<file path="config.mk">
export PLATFORM = sky130hd
export DESIGN_NAME = dmem_arbiter
export DESIGN_NICKNAME = d
export VERILOG_FILES = /design/src/rtl/dmem_arb_pkg.sv /design/src/rtl/rr_arb2.sv /design/src/rtl/dmem_arbiter.sv
export SDC_FILE = /design/constraint.sdc
export NUM_CORES = 1
export LEC_CHECK = 0
export ABC_AREA = 0
export CORE_ASPECT_RATIO = 0.6
export CORE_MARGIN = 4
export CORE_UTILIZATION = 37
export DETAILED_ROUTE_END_ITERATION = 8
export PLACE_DENSITY = 0.8
export SLEW_MARGIN = 10
export SYNTH_ARGS = -nofsm -noshare
export SYNTH_HDL_FRONTEND = slang
export SYNTH_SLANG_ARGS = --single-unit
</file>
<file path="constraint.sdc">
create_clock -name clk -period 2.5 [get_ports clk]
set_clock_uncertainty 0.2 [all_clocks]
set_input_delay 0.5 -clock clk [delete_from_list [all_inputs] [get_ports clk]]
set_output_delay 0.5 -clock clk [all_outputs]
set_load 0.005 [all_outputs]
</file>
<file path="src/rtl/dmem_arb_pkg.sv">
// Shared definitions for the data-RAM arbiter.
// Holds the default bus widths, the sequencer state encoding and the port-id
// constants used by dmem_arbiter and rr_arb2.
package dmem_arb_pkg;

    localparam int unsigned ADDR_W_DEF = 5;
    localparam int unsigned DATA_W_DEF = 32;

    typedef enum logic {
        StIdle   = 1'b0,
        StRdWait = 1'b1
    } state_e;

    localparam logic PORT0 = 1'b0;
    localparam logic PORT1 = 1'b1;

    // The port that did not win; the pointer moves here after every grant.
    function automatic logic other_port(input logic port);
        return ~port;
    endfunction

endpackage

</file>
<file path="src/rtl/rr_arb2.sv">
// Two-requester round-robin arbiter.
// A lone requester always wins; under contention the pointer picks the
// winner, and every accepted grant moves the pointer to the loser.
// Ports:
//   clk      rising-edge clock
//   rst_n    synchronous active-low reset (pointer -> port 0)
//   req      request vector, bit n = port n
//   advance  a grant was taken this cycle; update the pointer
//   grant    one-hot grant (or zero when nothing requests)
module rr_arb2
    import dmem_arb_pkg::*;
(
    input  logic       clk,
    input  logic       rst_n,
    input  logic [1:0] req,
    input  logic       advance,
    output logic [1:0] grant
);

    logic ptr_q, ptr_d;

    always_comb begin
        grant = 2'b00;
        case (req)
            2'b01:   grant = 2'b01;
            2'b10:   grant = 2'b10;
            2'b11:   grant = (ptr_q == PORT0) ? 2'b01 : 2'b10;
            default: grant = 2'b00;
        endcase
    end

    always_comb begin
        ptr_d = ptr_q;
        if (advance && (grant != 2'b00)) begin
            ptr_d = other_port(grant[1] ? PORT1 : PORT0);
        end
    end

    always_ff @(posedge clk) begin
        if (!rst_n) begin
            ptr_q <= PORT0;
        end else begin
            ptr_q <= ptr_d;
        end
    end

endmodule

</file>
<file path="src/rtl/dmem_arbiter.sv">
// Two-port arbiter and sequencer in front of the 32x32 data RAM.
// Port 0 (CPU data) and port 1 (debug/DMA loader) share the RAM through a
// valid/ready request handshake. Writes complete in the grant cycle; reads
// hold the RAM enabled for one extra cycle (RAM data_out is only defined
// while ena=1) and return data on a registered one-cycle rvalid pulse.
// Ports:
//   clk, rst_n                      clock, synchronous active-low reset
//   pX_valid/ready/we/addr/wdata    request channel of port X
//   pX_rvalid/rdata                 registered read response of port X
//   ram_ena/wena/addr/wdata         RAM control and write data
//   ram_rdata                       RAM read data
module dmem_arbiter
    import dmem_arb_pkg::*;
#(
    parameter int unsigned ADDR_W = ADDR_W_DEF,
    parameter int unsigned DATA_W = DATA_W_DEF
) (
    input  logic              clk,
    input  logic              rst_n,

    input  logic              p0_valid,
    output logic              p0_ready,
    input  logic              p0_we,
    input  logic [ADDR_W-1:0] p0_addr,
    input  logic [DATA_W-1:0] p0_wdata,
    output logic              p0_rvalid,
    output logic [DATA_W-1:0] p0_rdata,

    input  logic              p1_valid,
    output logic              p1_ready,
    input  logic              p1_we,
    input  logic [ADDR_W-1:0] p1_addr,
    input  logic [DATA_W-1:0] p1_wdata,
    output logic              p1_rvalid,
    output logic [DATA_W-1:0] p1_rdata,

    output logic              ram_ena,
    output logic              ram_wena,
    output logic [ADDR_W-1:0] ram_addr,
    output logic [DATA_W-1:0] ram_wdata,
    input  logic [DATA_W-1:0] ram_rdata
);

    state_e            state_q, state_d;
    logic [ADDR_W-1:0] addr_q, addr_d;
    logic              owner_q, owner_d;

    logic              p0_rvalid_q, p0_rvalid_d;
    logic              p1_rvalid_q, p1_rvalid_d;
    logic [DATA_W-1:0] p0_rdata_q, p0_rdata_d;
    logic [DATA_W-1:0] p1_rdata_q, p1_rdata_d;

    logic [1:0]        arb_req;
    logic [1:0]        grant;
    logic              granted;
    logic              win_port;
    logic              win_we;
    logic [ADDR_W-1:0] win_addr;
    logic [DATA_W-1:0] win_wdata;

    // Requests are only presented to the arbiter when a grant is possible, so
    // the pointer never moves in RD_WAIT or under reset.
    assign arb_req = (rst_n && (state_q == StIdle)) ? {p1_valid, p0_valid} : 2'b00;

    rr_arb2 u_rr_arb2 (
        .clk     (clk),
        .rst_n   (rst_n),
        .req     (arb_req),
        .advance (granted),
        .grant   (grant)
    );

    assign granted   = (grant != 2'b00);
    assign win_port  = grant[1] ? PORT1 : PORT0;
    assign win_we    = (win_port == PORT1) ? p1_we    : p0_we;
    assign win_addr  = (win_port == PORT1) ? p1_addr  : p0_addr;
    assign win_wdata = (win_port == PORT1) ? p1_wdata : p0_wdata;

    assign p0_ready = grant[0];
    assign p1_ready = grant[1];

    // Sequencer and RAM pin drive.
    always_comb begin
        state_d   = state_q;
        addr_d    = addr_q;
        owner_d   = owner_q;
        ram_ena   = 1'b0;
        ram_wena  = 1'b0;
        ram_addr  = '0;
        ram_wdata = '0;
        if (rst_n) begin
            unique case (state_q)
                StIdle: begin
                    if (granted) begin
                        ram_ena  = 1'b1;
                        ram_addr = win_addr;
                        if (win_we) begin
                            ram_wena  = 1'b1;
                            ram_wdata = win_wdata;
                        end else begin
                            state_d = StRdWait;
                            addr_d  = win_addr;
                            owner_d = win_port;
                        end
                    end
                end
                StRdWait: begin
                    // Keep the RAM enabled on the latched address so data_out
                    // is valid when it is captured at the end of this cycle.
                    ram_ena  = 1'b1;
                    ram_addr = addr_q;
                    state_d  = StIdle;
                end
            endcase
        end
    end

    // Read responses: one-cycle pulse to the owner, data held otherwise.
    always_comb begin
        p0_rvalid_d = 1'b0;
        p1_rvalid_d = 1'b0;
        p0_rdata_d  = p0_rdata_q;
        p1_rdata_d  = p1_rdata_q;
        if (state_q == StRdWait) begin
            if (owner_q == PORT0) begin
                p0_rvalid_d = 1'b1;
                p0_rdata_d  = ram_rdata;
            end else begin
                p1_rvalid_d = 1'b1;
                p1_rdata_d  = ram_rdata;
            end
        end
    end

    always_ff @(posedge clk) begin
        if (!rst_n) begin
            state_q     <= StIdle;
            addr_q      <= '0;
            owner_q     <= PORT0;
            p0_rvalid_q <= 1'b0;
            p1_rvalid_q <= 1'b0;
            p0_rdata_q  <= '0;
            p1_rdata_q  <= '0;
        end else begin
            state_q     <= state_d;
            addr_q      <= addr_d;
            owner_q     <= owner_d;
            p0_rvalid_q <= p0_rvalid_d;
            p1_rvalid_q <= p1_rvalid_d;
            p0_rdata_q  <= p0_rdata_d;
            p1_rdata_q  <= p1_rdata_d;
        end
    end

    assign p0_rvalid = p0_rvalid_q;
    assign p1_rvalid = p1_rvalid_q;
    assign p0_rdata  = p0_rdata_q;
    assign p1_rdata  = p1_rdata_q;

endmodule
</file>
==> summary.md <==
| Metric | Value |
|---|---|
| Fill cell count | 677 |
| Crit. End Element | output pin |
| Start point of the critical path | u_rr_arb2.ptr_q$_SDFFE_PN0N_ |
| YS warnings | 0 |
| Final min period | 2.63 ns |
| CTS Buf Count | 9 |
| #FFs+latches synth | 74 |
| Worst Hold Depth | 2 |
| Root Driver | clkbuf_16 |
| Initial DRC Count | 269 |
| Initial antenna violation count | 0 |
| Area grow syn2layout | 88.1% |
| Switching Share | 23.9% |
| Setup crit start kind | flip-flop |
| Final #Nets | 825 |
| Number of core rows | 27 |
| GRT Residual Overflow | 0 |
| Cells after Synth | 462 |
| Die X | 135 um |
| Final WS setup | -0.127 ns |
| Remaining DRCs | 0 |
| Commonest cells after routing, fill and taps aside | 198 x nand2_1, 173 x clkdlybuf4s50_1, 72 x dfxtp_1, 46 x a21boi_0, 35 x buf_2 |
| Core area | 9290 sq um |
| Worst-path clk slew | 0.06 ns |
| Cts-stage hold buffer count | 0 |
| RR Endpoint | addr_q[0]$_SDFFE_PN0P_ |
| P_int | 2.65 mW |
| Synth cell types | 31 |
| Hold WS | 0.251 ns |
| CTS tree | yes |
| Routability cong. | 0.862 |
| Endpoints failing hold | 0 |
| Dpl ws | -0.669 ns |
| Post-synthesis cell area | 3570 sq um |
| Final setup vio count | 31 |
| Slew Viols, Final | 0 |
| Clock buffer depth | 2 |
| Layout cells sized above 1 | 22.8% |
| Drt wl/cell | 16.6 um |
| Final Cycle Share | 105% |
| R2r worst-path depth | 10 |
| HPWL after DPL | 9.59 mm |
| Htree depth | 3 |
| WS Path Type | flip-flop to output pin |
| Status | finished, violations left |
| Flop pwr share | 36.0% |
| Worst Path Required | 1.80 ns |
| Slew @ Worst Pin | 0.395 ns |
| Post-synthesis sequential area ratio | 41.5% |
| Vias | 4209 |
| Chip Height | 84.1 um |
| Clock share of power | 42.3% |
| DR vias/cell | 4.96 |
| Net Sw Power | 0.832 mW |
| R2R Path Start | u_rr_arb2.ptr_q$_SDFFE_PN0N_ |
| Hold EP | p1_rdata[15]$_SDFFE_PN0P_ |
| GRT Total Usage | 23.1% |
| Combinational Power Share | 21.8% |
| Peak VDD IR | 0.405 mV |
| RSZ-0062 raised after global routing | true |
| Reg2Reg Setup Slack | 0.45 ns |
| Normalized max-slew margin | 73.6% |
| Syn_nets | 574 |
| Crit-path max FO | 8 |
| Clk_lat worst skew | 0.32 ns |
| I/O Buffers | 218 |
| Number of global-route vias before repair | 4162 |
| Most common cell after layout, fill and taps aside | nand2_1 |
| Average size of a mapped cell | 7.72 sq um |
| Power Density | 519 nW/um^2 |
| Failing checks | negative setup slack |
| Router iterations before antenna repair | 5 |
| Clk sink count | 74 |
| HP Start | p1_rdata[15]$_SDFFE_PN0P_ |
| First-pass GRT wire length | 21.1 mm |
| Die area | 11300 sq um |
| Maxcap violations | 0 |
| Largest net degree at the start of global routing | 39 |
| Ports | 219 |
| Antenna-violating nets left | 0 |
| Lkg Pwr | 2.63 nW |
| Worst hold path type | flip-flop to flip-flop |
| Initial Util | 38.4% |
| Critical path arrival | 1.93 ns |
| Max frequency | 381 MHz |
| # diodes | 0 |
| Final wirelength | 14.1 mm |
==> worst max-delay path: stages (launching register included) <==
cell	delay, ns
dfxtp_2	0.33
nand2b_4	0.17
buf_6	0.12
a31o_1	0.18
a21o_4	0.24
buf_8	0.15
buf_16	0.16
a21oi_4	0.13
buf_2	0.13
==> power groups by stage <==
stage          logic, mW  clock network, mW  registers, mW
6_report           0.758               1.47           1.25
5_1_grt            0.809               1.55           1.26
4_1_cts            0.710               1.49           1.25
3_5_place_dp       0.648                  0           1.28
3_3_place_gp       0.638                  0           1.28
2_1_floorplan      0.239                  0           1.28
==> Yosys cell counts <==
cell type | instances | area share [%]
inv_1 | 1 | 0.11
mux2i_1 | 5 | 1.4
and3_1 | 2 | 0.35
a21boi_1 | 19 | 4.0
buf_6 | 4 | 1.3
a21oi_1 | 3 | 0.42
buf_4 | 2 | 0.42
a21boi_0 | 46 | 9.7
buf_2 | 13 | 1.8
nor2b_1 | 2 | 0.35
o21ai_0 | 6 | 0.84
a31o_1 | 1 | 0.25
and2_1 | 3 | 0.53
dfxtp_1 | 74 | 42
nor2b_4 | 1 | 0.39
nand4b_1 | 1 | 0.25
nor2_1 | 5 | 0.53
clkbuf_1 | 13 | 1.4
buf_1 | 5 | 0.53
o211ai_2 | 1 | 0.35
o21a_1 | 5 | 1.1
nand2_1 | 201 | 21
nand3_2 | 1 | 0.28
nand2b_1 | 2 | 0.35
o311a_1 | 5 | 1.4
inv_2 | 2 | 0.21
a21o_1 | 1 | 0.21
a21oi_2 | 29 | 7.1
o221a_2 | 1 | 0.32
nand4_1 | 6 | 1.1
o21ai_2 | 2 | 0.49
==> worst max-delay path by stage <==
stage / to / slack (ns) / cells past startpoint
finish: ram_wdata[0] / -0.13 / 8
global route: ram_wdata[0] / -0.17 / 8
CTS: ram_wdata[3] / -0.07 / 9
detailed placement: ram_wdata[13] / -0.67 / 7
global placement: ram_wdata[13] / -0.64 / 7
floorplan: ram_wdata[22] / 0.36 / 6
==> metal layers <==
metal | vias up | routed length [um] | track usage [%]
met2 | 185 | 6530 | 37.9
met1 | 1975 | 6300 | 30.0
met4 | 0 | 282 | 5.08
li1 | 2024 | - | -
met5 | - | 0 | 0
met3 | 25 | 988 | 6.69
==> registers in the layout, summed over array words and instances (netlist names) <==
register         flops
state_q              1
p0_rvalid            1
p1_rdata            32
u_rr_arb2.ptr_q      1
p0_rdata            32
owner_q              1
p1_rvalid            1
addr_q               5
==> through the flow <==
step	power [mW]	util [%]	cells	area [sq um]	setup TNS, ns
3_3_place_gp	1.91	64.6	804	6000	-22.48
2_1_floorplan	1.51	-	462	3570	0
5_1_grt	3.62	72.2	848	6710	-3.88
3_5_place_dp	1.93	64.6	804	6000	-24.07
4_1_cts	3.46	70.4	843	6540	-1.01
6_report	3.48	72.2	848	6710	-2.18
==> area by class of cell <==
cell class | count | area (sq um) | area share, %
Sequential cell | 74 | 1480 | 22.1
Clock inverter | 6 | 114 | 1.70
Timing Repair Buffer | 277 | 2700 | 40.3
Inverter | 3 | 18.8 | 0.280
Tap cell | 130 | 163 | 2.42
Multi-Input combinational cell | 348 | 2000 | 29.8
Clock buffer | 10 | 229 | 3.41
==> logic make-up (layout without fill, tap and decap cells) <==
family                 count (synthesis)  in the layout  synth area share [%]
AO/OA/AOI/OAI                        119            119                  26.1
buffers and inverters                 40            296                  5.72
AND/OR/NAND/NOR                      224            224                  25.2
flip-flops                            74             74                  41.5
multiplexers                           5              5                  1.40
==> timing repair <==
action                     CTS  global route
buffers inserted            19             3
resized for setup          178            34
setup endpoints to repair   41            39
pin swaps                    4             6
cloned                       4             3
(Power assumes the default switching activity.)
